**src/rtl/medyan_denetleyici_if.sv**
```systemverilog
// medyan_denetleyici_if
//   Handshake bundle between the window generator, the median filter stage
//   and the filtered-pixel writer.
//   Pixel width comes from the PIXEL_BIT macro (normally set by sabitler.vh).
//   It falls back to 8 when the macro is not already defined.
// Signals (named from the filter stage's point of view):
//   pencere_i        9 packed pixels; pixel k at [k*PIXEL_BIT +: PIXEL_BIT]
//   giris_gecerli_i  window valid
//   giris_hazir_o    stage can take a window
//   medyan_o         median at the output FIFO head
//   cikis_gecerli_o  medyan_o valid
//   cikis_hazir_i    consumer ready
//   tamamlanan_o     completed-window count
// Modports: slave = filter stage, master = producer/consumer side.
`ifndef PIXEL_BIT
`define PIXEL_BIT 8
`endif

interface medyan_denetleyici_if #(
  parameter int SAYAC_BIT = 16
);
  logic [9*`PIXEL_BIT-1:0] pencere_i;
  logic                    giris_gecerli_i;
  logic                    giris_hazir_o;
  logic [`PIXEL_BIT-1:0]   medyan_o;
  logic                    cikis_gecerli_o;
  logic                    cikis_hazir_i;
  logic [SAYAC_BIT-1:0]    tamamlanan_o;

  modport slave (
    input  pencere_i, giris_gecerli_i, cikis_hazir_i,
    output giris_hazir_o, medyan_o, cikis_gecerli_o, tamamlanan_o
  );

  modport master (
    output pencere_i, giris_gecerli_i, cikis_hazir_i,
    input  giris_hazir_o, medyan_o, cikis_gecerli_o, tamamlanan_o
  );
endinterface

```
**src/rtl/medyan_denetleyici.sv**
```systemverilog
// medyan_denetleyici
//   This module is a streaming 3x3 median filter stage. Each 9-pixel window is
//   fed serially into a medyan_birimi, which runs a fixed 10-cycle frame. The
//   window's median is returned through a 2-entry output FIFO.
// Ports:
//   clk_i   clock, rising edge
//   rst_i   asynchronous active-high reset
//   bus     medyan_denetleyici_if.slave (window in, median out, counter)
// Optional feature:
//   MEDYAN_SAYAC_EN  enables the completed-window counter on tamamlanan_o.
//                    Without this macro, tamamlanan_o is tied to 0.
// medyan_birimi is also defined here. It stores 9 samples, one per cycle.
// In the tenth cycle it presents the 5th largest sample with hazir_o high.
`ifndef PIXEL_BIT
`define PIXEL_BIT 8
`endif

module medyan_birimi (
  input  logic                  clk_i,
  input  logic                  rstn_i,   // synchronous, active-low
  input  logic [`PIXEL_BIT-1:0] sayi_i,
  output logic                  hazir_o,
  output logic [`PIXEL_BIT-1:0] medyan_o
);
  logic [`PIXEL_BIT-1:0] dizi_q [9];
  logic [3:0]            sayac_q;

  always_ff @(posedge clk_i) begin
    if (!rstn_i) begin
      sayac_q <= '0;
    end else if (sayac_q == 4'd9) begin
      sayac_q <= '0;
    end else begin
      dizi_q[sayac_q] <= sayi_i;
      sayac_q         <= sayac_q + 4'd1;
    end
  end

  assign hazir_o = (sayac_q == 4'd9);

  // Ties are broken by index, so the ranks form a permutation of 0..8.
  // This leaves exactly one sample with rank 4.
  always_comb begin
    logic [3:0] adet;
    adet     = '0;
    medyan_o = '0;
    for (int i = 0; i < 9; i++) begin
      adet = '0;
      for (int j = 0; j < 9; j++) begin
        if ((dizi_q[j] > dizi_q[i]) || ((dizi_q[j] == dizi_q[i]) && (j < i)))
          adet = adet + 4'd1;
      end
      if (adet == 4'd4) medyan_o = dizi_q[i];
    end
  end
endmodule

// state | meaning
// BOS   | idle, median unit held in reset
// BESLE | presenting pixel k (k = 0..8) to the median unit
// SONUC | k = 9, median unit result pushed into the output FIFO
module medyan_denetleyici #(
  parameter int SAYAC_BIT = 16
) (
  input  logic                 clk_i,
  input  logic                 rst_i,
  medyan_denetleyici_if.slave  bus
);
  localparam int PB = `PIXEL_BIT;

  typedef enum logic [1:0] {BOS, BESLE, SONUC} durum_t;

  durum_t          durum_q;
  logic [3:0]      k_q;
  logic [9*PB-1:0] tut_q, kay_q;
  logic            giris_hazir_q;   // doubles as "TUT empty"
  logic [PB-1:0]   fifo_q [2];
  logic            wr_q, rd_q;
  logic [1:0]      doluluk_q;
  logic            gecerli_q;

  logic            kabul, itme, cekme, baslat;
  logic [1:0]      doluluk_d;
  logic [9*PB-1:0] yeni_pencere;
  logic            birim_rstn, birim_hazir;
  logic [PB-1:0]   birim_sayi, birim_medyan;

  assign kabul     = bus.giris_gecerli_i && giris_hazir_q;
  assign itme      = birim_hazir;
  assign cekme     = gecerli_q && bus.cikis_hazir_i;
  assign doluluk_d = doluluk_q + {1'b0, itme} - {1'b0, cekme};

  // A window arriving this cycle counts as held, so an idle stage starts it
  // straight away. This gives the 11-cycle latency.
  assign yeni_pencere = giris_hazir_q ? bus.pencere_i : tut_q;
  assign baslat = (!giris_hazir_q || kabul) && (doluluk_d <= 2'd1) &&
                  (durum_q != BESLE);

  assign birim_rstn = !rst_i && (durum_q != BOS);
  assign birim_sayi = (durum_q == BESLE) ? kay_q[PB-1:0] : '0;

  medyan_birimi u_birim (
    .clk_i    (clk_i),
    .rstn_i   (birim_rstn),
    .sayi_i   (birim_sayi),
    .hazir_o  (birim_hazir),
    .medyan_o (birim_medyan)
  );

  always_ff @(posedge clk_i or posedge rst_i) begin
    if (rst_i) begin
      durum_q       <= BOS;
      k_q           <= '0;
      tut_q         <= '0;
      kay_q         <= '0;
      giris_hazir_q <= 1'b1;
      fifo_q[0]     <= '0;
      fifo_q[1]     <= '0;
      wr_q          <= 1'b0;
      rd_q          <= 1'b0;
      doluluk_q     <= '0;
      gecerli_q     <= 1'b0;
    end else begin
      if (kabul) tut_q <= bus.pencere_i;
      giris_hazir_q <= !((!giris_hazir_q || kabul) && !baslat);

      if (itme) begin
        fifo_q[wr_q] <= birim_medyan;
        wr_q         <= ~wr_q;
      end
      if (cekme) rd_q <= ~rd_q;
      doluluk_q <= doluluk_d;
      gecerli_q <= (doluluk_d != 2'd0);

      case (durum_q)
        BOS, SONUC: begin
          k_q <= '0;
          if (baslat) begin
            durum_q <= BESLE;
            kay_q   <= yeni_pencere;
          end else begin
            durum_q <= BOS;
          end
        end
        BESLE: begin
          kay_q <= kay_q >> PB;
          k_q   <= k_q + 4'd1;
          if (k_q == 4'd8) durum_q <= SONUC;
        end
        default: durum_q <= BOS;
      endcase
    end
  end

  assign bus.giris_hazir_o   = giris_hazir_q;
  assign bus.cikis_gecerli_o = gecerli_q;
  assign bus.medyan_o        = fifo_q[rd_q];

`ifdef MEDYAN_SAYAC_EN
  logic [SAYAC_BIT-1:0] tamamlanan_q;

  always_ff @(posedge clk_i or posedge rst_i) begin
    if (rst_i)     tamamlanan_q <= '0;
    else if (itme) tamamlanan_q <= tamamlanan_q + SAYAC_BIT'(1);
  end

  assign bus.tamamlanan_o = tamamlanan_q;
`else
  assign bus.tamamlanan_o = {SAYAC_BIT{1'b0}};
`endif
endmodule

```
**src/flat_wrapper.sv**
```systemverilog
// flat-port wrapper written by rule: the top's interface ports become plain ports
module medyan_denetleyici_flat 
#(
  parameter int SAYAC_BIT = 16
)
  (clk_i, rst_i, bus_pencere_i, bus_giris_gecerli_i, bus_cikis_hazir_i, bus_giris_hazir_o, bus_medyan_o, bus_cikis_gecerli_o, bus_tamamlanan_o);
  medyan_denetleyici_if #(.SAYAC_BIT(SAYAC_BIT)) bus_i ();
  input  logic clk_i;
  input  logic rst_i;
  input wire logic [$bits(bus_i.pencere_i)-1:0] bus_pencere_i;
  input wire logic [$bits(bus_i.giris_gecerli_i)-1:0] bus_giris_gecerli_i;
  input wire logic [$bits(bus_i.cikis_hazir_i)-1:0] bus_cikis_hazir_i;
  output wire logic [$bits(bus_i.giris_hazir_o)-1:0] bus_giris_hazir_o;
  output wire logic [$bits(bus_i.medyan_o)-1:0] bus_medyan_o;
  output wire logic [$bits(bus_i.cikis_gecerli_o)-1:0] bus_cikis_gecerli_o;
  output wire logic [$bits(bus_i.tamamlanan_o)-1:0] bus_tamamlanan_o;
  assign bus_i.pencere_i = bus_pencere_i;
  assign bus_i.giris_gecerli_i = bus_giris_gecerli_i;
  assign bus_i.cikis_hazir_i = bus_cikis_hazir_i;
  assign bus_giris_hazir_o = bus_i.giris_hazir_o;
  assign bus_medyan_o = bus_i.medyan_o;
  assign bus_cikis_gecerli_o = bus_i.cikis_gecerli_o;
  assign bus_tamamlanan_o = bus_i.tamamlanan_o;
  medyan_denetleyici #(.SAYAC_BIT(SAYAC_BIT)) u_core (.clk_i(clk_i), .rst_i(rst_i), .bus(bus_i));
endmodule
```
**config.mk**
```make
export PLATFORM = sky130hd
export DESIGN_NAME = medyan_denetleyici_flat
export DESIGN_NICKNAME = d
export VERILOG_FILES = /design/src/rtl/medyan_denetleyici_if.sv /design/src/rtl/medyan_denetleyici.sv /design/src/flat_wrapper.sv
export SDC_FILE = /design/constraint.sdc
export NUM_CORES = 1
export LEC_CHECK = 0
export BUFFER_PORTS_ARGS = -buffer_cell sky130_fd_sc_hd__buf_2
export CORE_MARGIN = 2
export CORE_UTILIZATION = 35
export DETAILED_ROUTE_END_ITERATION = 10
export GPL_TIMING_DRIVEN = 0
export PLACE_DENSITY = 0.59
export SETUP_SLACK_MARGIN = 0.15
export SYNTH_ARGS = -nofsm -noshare
export SYNTH_HDL_FRONTEND = slang
export SYNTH_HIERARCHICAL = 1
export SYNTH_SLANG_ARGS = --single-unit
```
**constraint.sdc**
```tcl
create_clock -name clk_i -period 14.3 [get_ports clk_i]
set_input_delay 2.86 -clock clk_i [delete_from_list [all_inputs] [get_ports clk_i]]
set_output_delay 2.86 -clock clk_i [all_outputs]
set_load 0.03 [all_outputs]
```
==> impl_metrics.env <==
export IMPL_outcome="complete, no violations"
export IMPL_worst_setup_path_start_kind="register"
export IMPL_end_kind="register"
export IMPL_remaining_drc_errors=0
export IMPL_max_freq_ghz=0.108
export IMPL_synth_warnings=6
export IMPL_syn_inst=2265
export IMPL_synth_top_area_share_pct=19.8
export IMPL_p_leak_nw=11.6
export IMPL_die_height_um=258
export IMPL_hold_buffers=0
export IMPL_avgRoutedWirePerCell_um=22.0
export IMPL_ys_top_cells_by_count="ha_1, mux2i_1, dfrtp_1"
export IMPL_core_um2=64200
export IMPL_drive_gt1_share_pct=13.3
export IMPL_synth_top_area_cell="ha_1"
export IMPL_grt_use_total_pct=21.1
export IMPL_ant_nets=0
export IMPL_crit_path_max_incr_delay_ns=0.78
export IMPL_finClkSkew_ns=0.0158
export IMPL_postLayoutCoreUtil_pct=39.1
export IMPL_cts_tree="built"
export IMPL_yosysUniqueCellTypes=102
export IMPL_hold_viol_final=0
export IMPL_maxCapViolations=0
export IMPL_synth_most_common_cell="ha_1"
export IMPL_rsz0062_at_grt="false"
export IMPL_path_class="reg2reg"
export IMPL_synth_top_family_by_area="adder cells"
export IMPL_wl_met2_mm=34.0
export IMPL_setup_tns_final_ns=0
export IMPL_synthMuxAreaShare_pct=14.6
export IMPL_grt_pass1_wl_mm=109
export IMPL_grt_max_degree=97
export IMPL_synthAdderAreaFrac_pct=19.8
export IMPL_route_met3_wl_mm=4.56
export IMPL_worstMarginPinSlew_ns=1.14
export IMPL_insertion_delay_ns=0.55
export IMPL_setup_viol=0
export IMPL_period_share_pct=64.7
export IMPL_cts_resized=0
export IMPL_dp_cells=3222
export IMPL_cpMostUsedCell="ha_1"
export IMPL_slew_headroom_pct=23.3
export IMPL_cts_setup_buffers=0
export IMPL_htreeDepth=1
export IMPL_path_clk_slew_ns=0.07
export IMPL_cp_slowest_cell="a311oi_1"
export IMPL_drtPass1Iterations=6
export IMPL_pre_cts_ws_ns=5.27
export IMPL_grt_overflow_total=0
export IMPL_die_x_um=258
export IMPL_yosys_area_share_simple_pct=12.6
export IMPL_min_period_ns=9.25
export IMPL_synthToLayoutAreaGrowth_pct=10.7
export IMPL_reg2reg_slack_ns=5.05
export IMPL_numPortBuffers=85
export IMPL_num_rows=93
export IMPL_wirelength_mm=71.9
export IMPL_yosysSeqAreaShare_pct=28.9
export IMPL_arrival_ns=9.72
export IMPL_synth_compound_area_share_pct=14.5
export IMPL_synth_xor_area_share_pct=5.52
export IMPL_antenna_found_initial=4
export IMPL_ys_top_cells_by_area="ha_1, dfrtp_1, edfxtp_1"
export IMPL_crit_required_ns=14.77
export IMPL_min_path_type="reg2reg"
export IMPL_grt_pass1_vias=18700
export IMPL_cts_made_buffers=25
export IMPL_die_area_um2=66800
export IMPL_syn_avg_cell_area_um2=10.0
export IMPL_top_layer="met5"
export IMPL_powerDensity_nw_per_um2=207
export IMPL_place_congestion=0.944
export IMPL_crit_fanout=9
export IMPL_netlist_area_um2=22700
export IMPL_cts_buffer_depth=3
export IMPL_dpl_hpwl_mm=57.0
export IMPL_met1_length_mm=29.9
export IMPL_vias=18500
export IMPL_synth_edf_count=72
export IMPL_clock_root_buffer="clkbuf_16"
export IMPL_ir_worst_vdd_mv=0.119
export IMPL_detail_route_iter0_violations=1179
export IMPL_fin_nets=2829
export IMPL_via_per_inst=5.65
export IMPL_pin_count=102
export IMPL_setup_slack_ns=5.05
export IMPL_fin_cells=3269
export IMPL_cts_sinks=248
export IMPL_drv_slew=0
export IMPL_ys_ff_latch=248
export IMPL_ys_async_sr_fraction_pct=69.4
export IMPL_synth_flop_cell="dfrtp_1"
export IMPL_start_util_pct=35.3
final timing paths:
path / startpoint / to / depth (start not counted)
max reg2reg: u_core/u_birim/dizi_q[4][1]$_DFFE_PP_ / u_core/fifo_q[9]$_DFFE_PP0P_ / 31
max: u_core/u_birim/dizi_q[4][1]$_DFFE_PP_ / u_core/fifo_q[9]$_DFFE_PP0P_ / 31
min in group asynchronous: rst_i / u_core/bus.cikis_gecerli_o$_DFF_PP0_ / 2
min: u_core/fifo_q[5]$_DFFE_PP0P_ / u_core/fifo_q[5]$_DFFE_PP0P_ / 1
min reg2reg: u_core/fifo_q[5]$_DFFE_PP0P_ / u_core/fifo_q[5]$_DFFE_PP0P_ / 1
max in group asynchronous: rst_i / u_core/fifo_q[4]$_DFFE_PP0P_ / 3
layout make-up:
| cell class | count | area [um^2] |
|---|---|---|
| Clock buffer | 33 | 666 |
| Antenna cell | 2 | 5.00 |
| Clock inverter | 12 | 159 |
| Multi-Input combinational cell | 1820 | 15300 |
| Sequential cell | 248 | 6550 |
| Fill cell | 6294 | 39100 |
| Timing Repair Buffer | 87 | 460 |
| Tap cell | 855 | 1070 |
| Buffer | 67 | 369 |
| Inverter | 145 | 552 |
layer usage:
layer | up-vias | GRT usage, %
met3 | 151 | 2.67
li1 | 8694 | -
met1 | 9021 | 26.7
met2 | 591 | 36.3
met5 | - | 0
met4 | 4 | 9.23
registers in the layout (all words and copies together) (netlist names):
register	count
u_core/bus.cikis_gecerli_o	1
u_core/bus.giris_hazir_o	1
u_core/doluluk_q	2
u_core/durum_q	2
u_core/fifo_q	16
u_core/k_q	4
u_core/kay_q	72
u_core/rd_q	1
u_core/tut_q	72
u_core/u_birim/dizi_q	72
u_core/u_birim/sayac_q	4
u_core/wr_q	1
through the flow:
stage               power [mW]  hold WS, ns  cell area [um^2]
floorplan                 3.60        0.444             22700
global placement          4.35        0.475             24200
detailed placement        4.50        0.488             24300
CTS                       5.20        0.501             25100
global route              5.62        0.511             25100
finish                    5.20        0.502             25100
layout by cell type (no fill, tap or decap), drive strengths merged, types with 14 or more instances in the layout:
master,synthesis,layout
and3,21,21
xnor3,14,14
o211ai,34,34
xor2,32,32
buf,36,123
ha,359,359
nand4,53,53
xnor2,60,60
clkbuf,31,64
nor2,91,91
mux2,106,106
nand3,51,51
a211oi,26,26
mux2i,212,212
a21o,50,50
nand2b,28,28
nor3b,14,14
conb,1,16
edfxtp,72,72
nor2b,42,42
nand2,119,119
o21a,24,24
a21oi,147,147
and2,19,19
dfrtp,171,171
nor3,41,41
inv,145,150
a31oi,15,15
o21ai,70,70
worst max-delay path: cells and delay by family, from the launching register on:
kind	cells	cell delay (ns)
xor gates and xnor gates	2	0.65
buffers and inverters	3	0.64
and+or+nand+nor	8	1.99
DFF	1	0.53
adders and majority gates	7	2.20
muxes	3	0.82
AOI/OAI and AO/OA	8	2.34
report_power, final:
group / internal [mW] / switching (mW) / leakage [nW]
Clock: 0.386 / 0.286 / 0.398
Combinational: 1.41 / 1.96 / 8.31
Sequential: 0.986 / 0.168 / 2.85
logic make-up after synthesis:
logic type      Yosys count
xor+xnor                110
buf+inv                 212
mux                     318
other cells               1
compound gates          481
flops                   248
simple gates            536
fa+ha+maj               359
No activity file was read; power rests on OpenSTA's default activity.
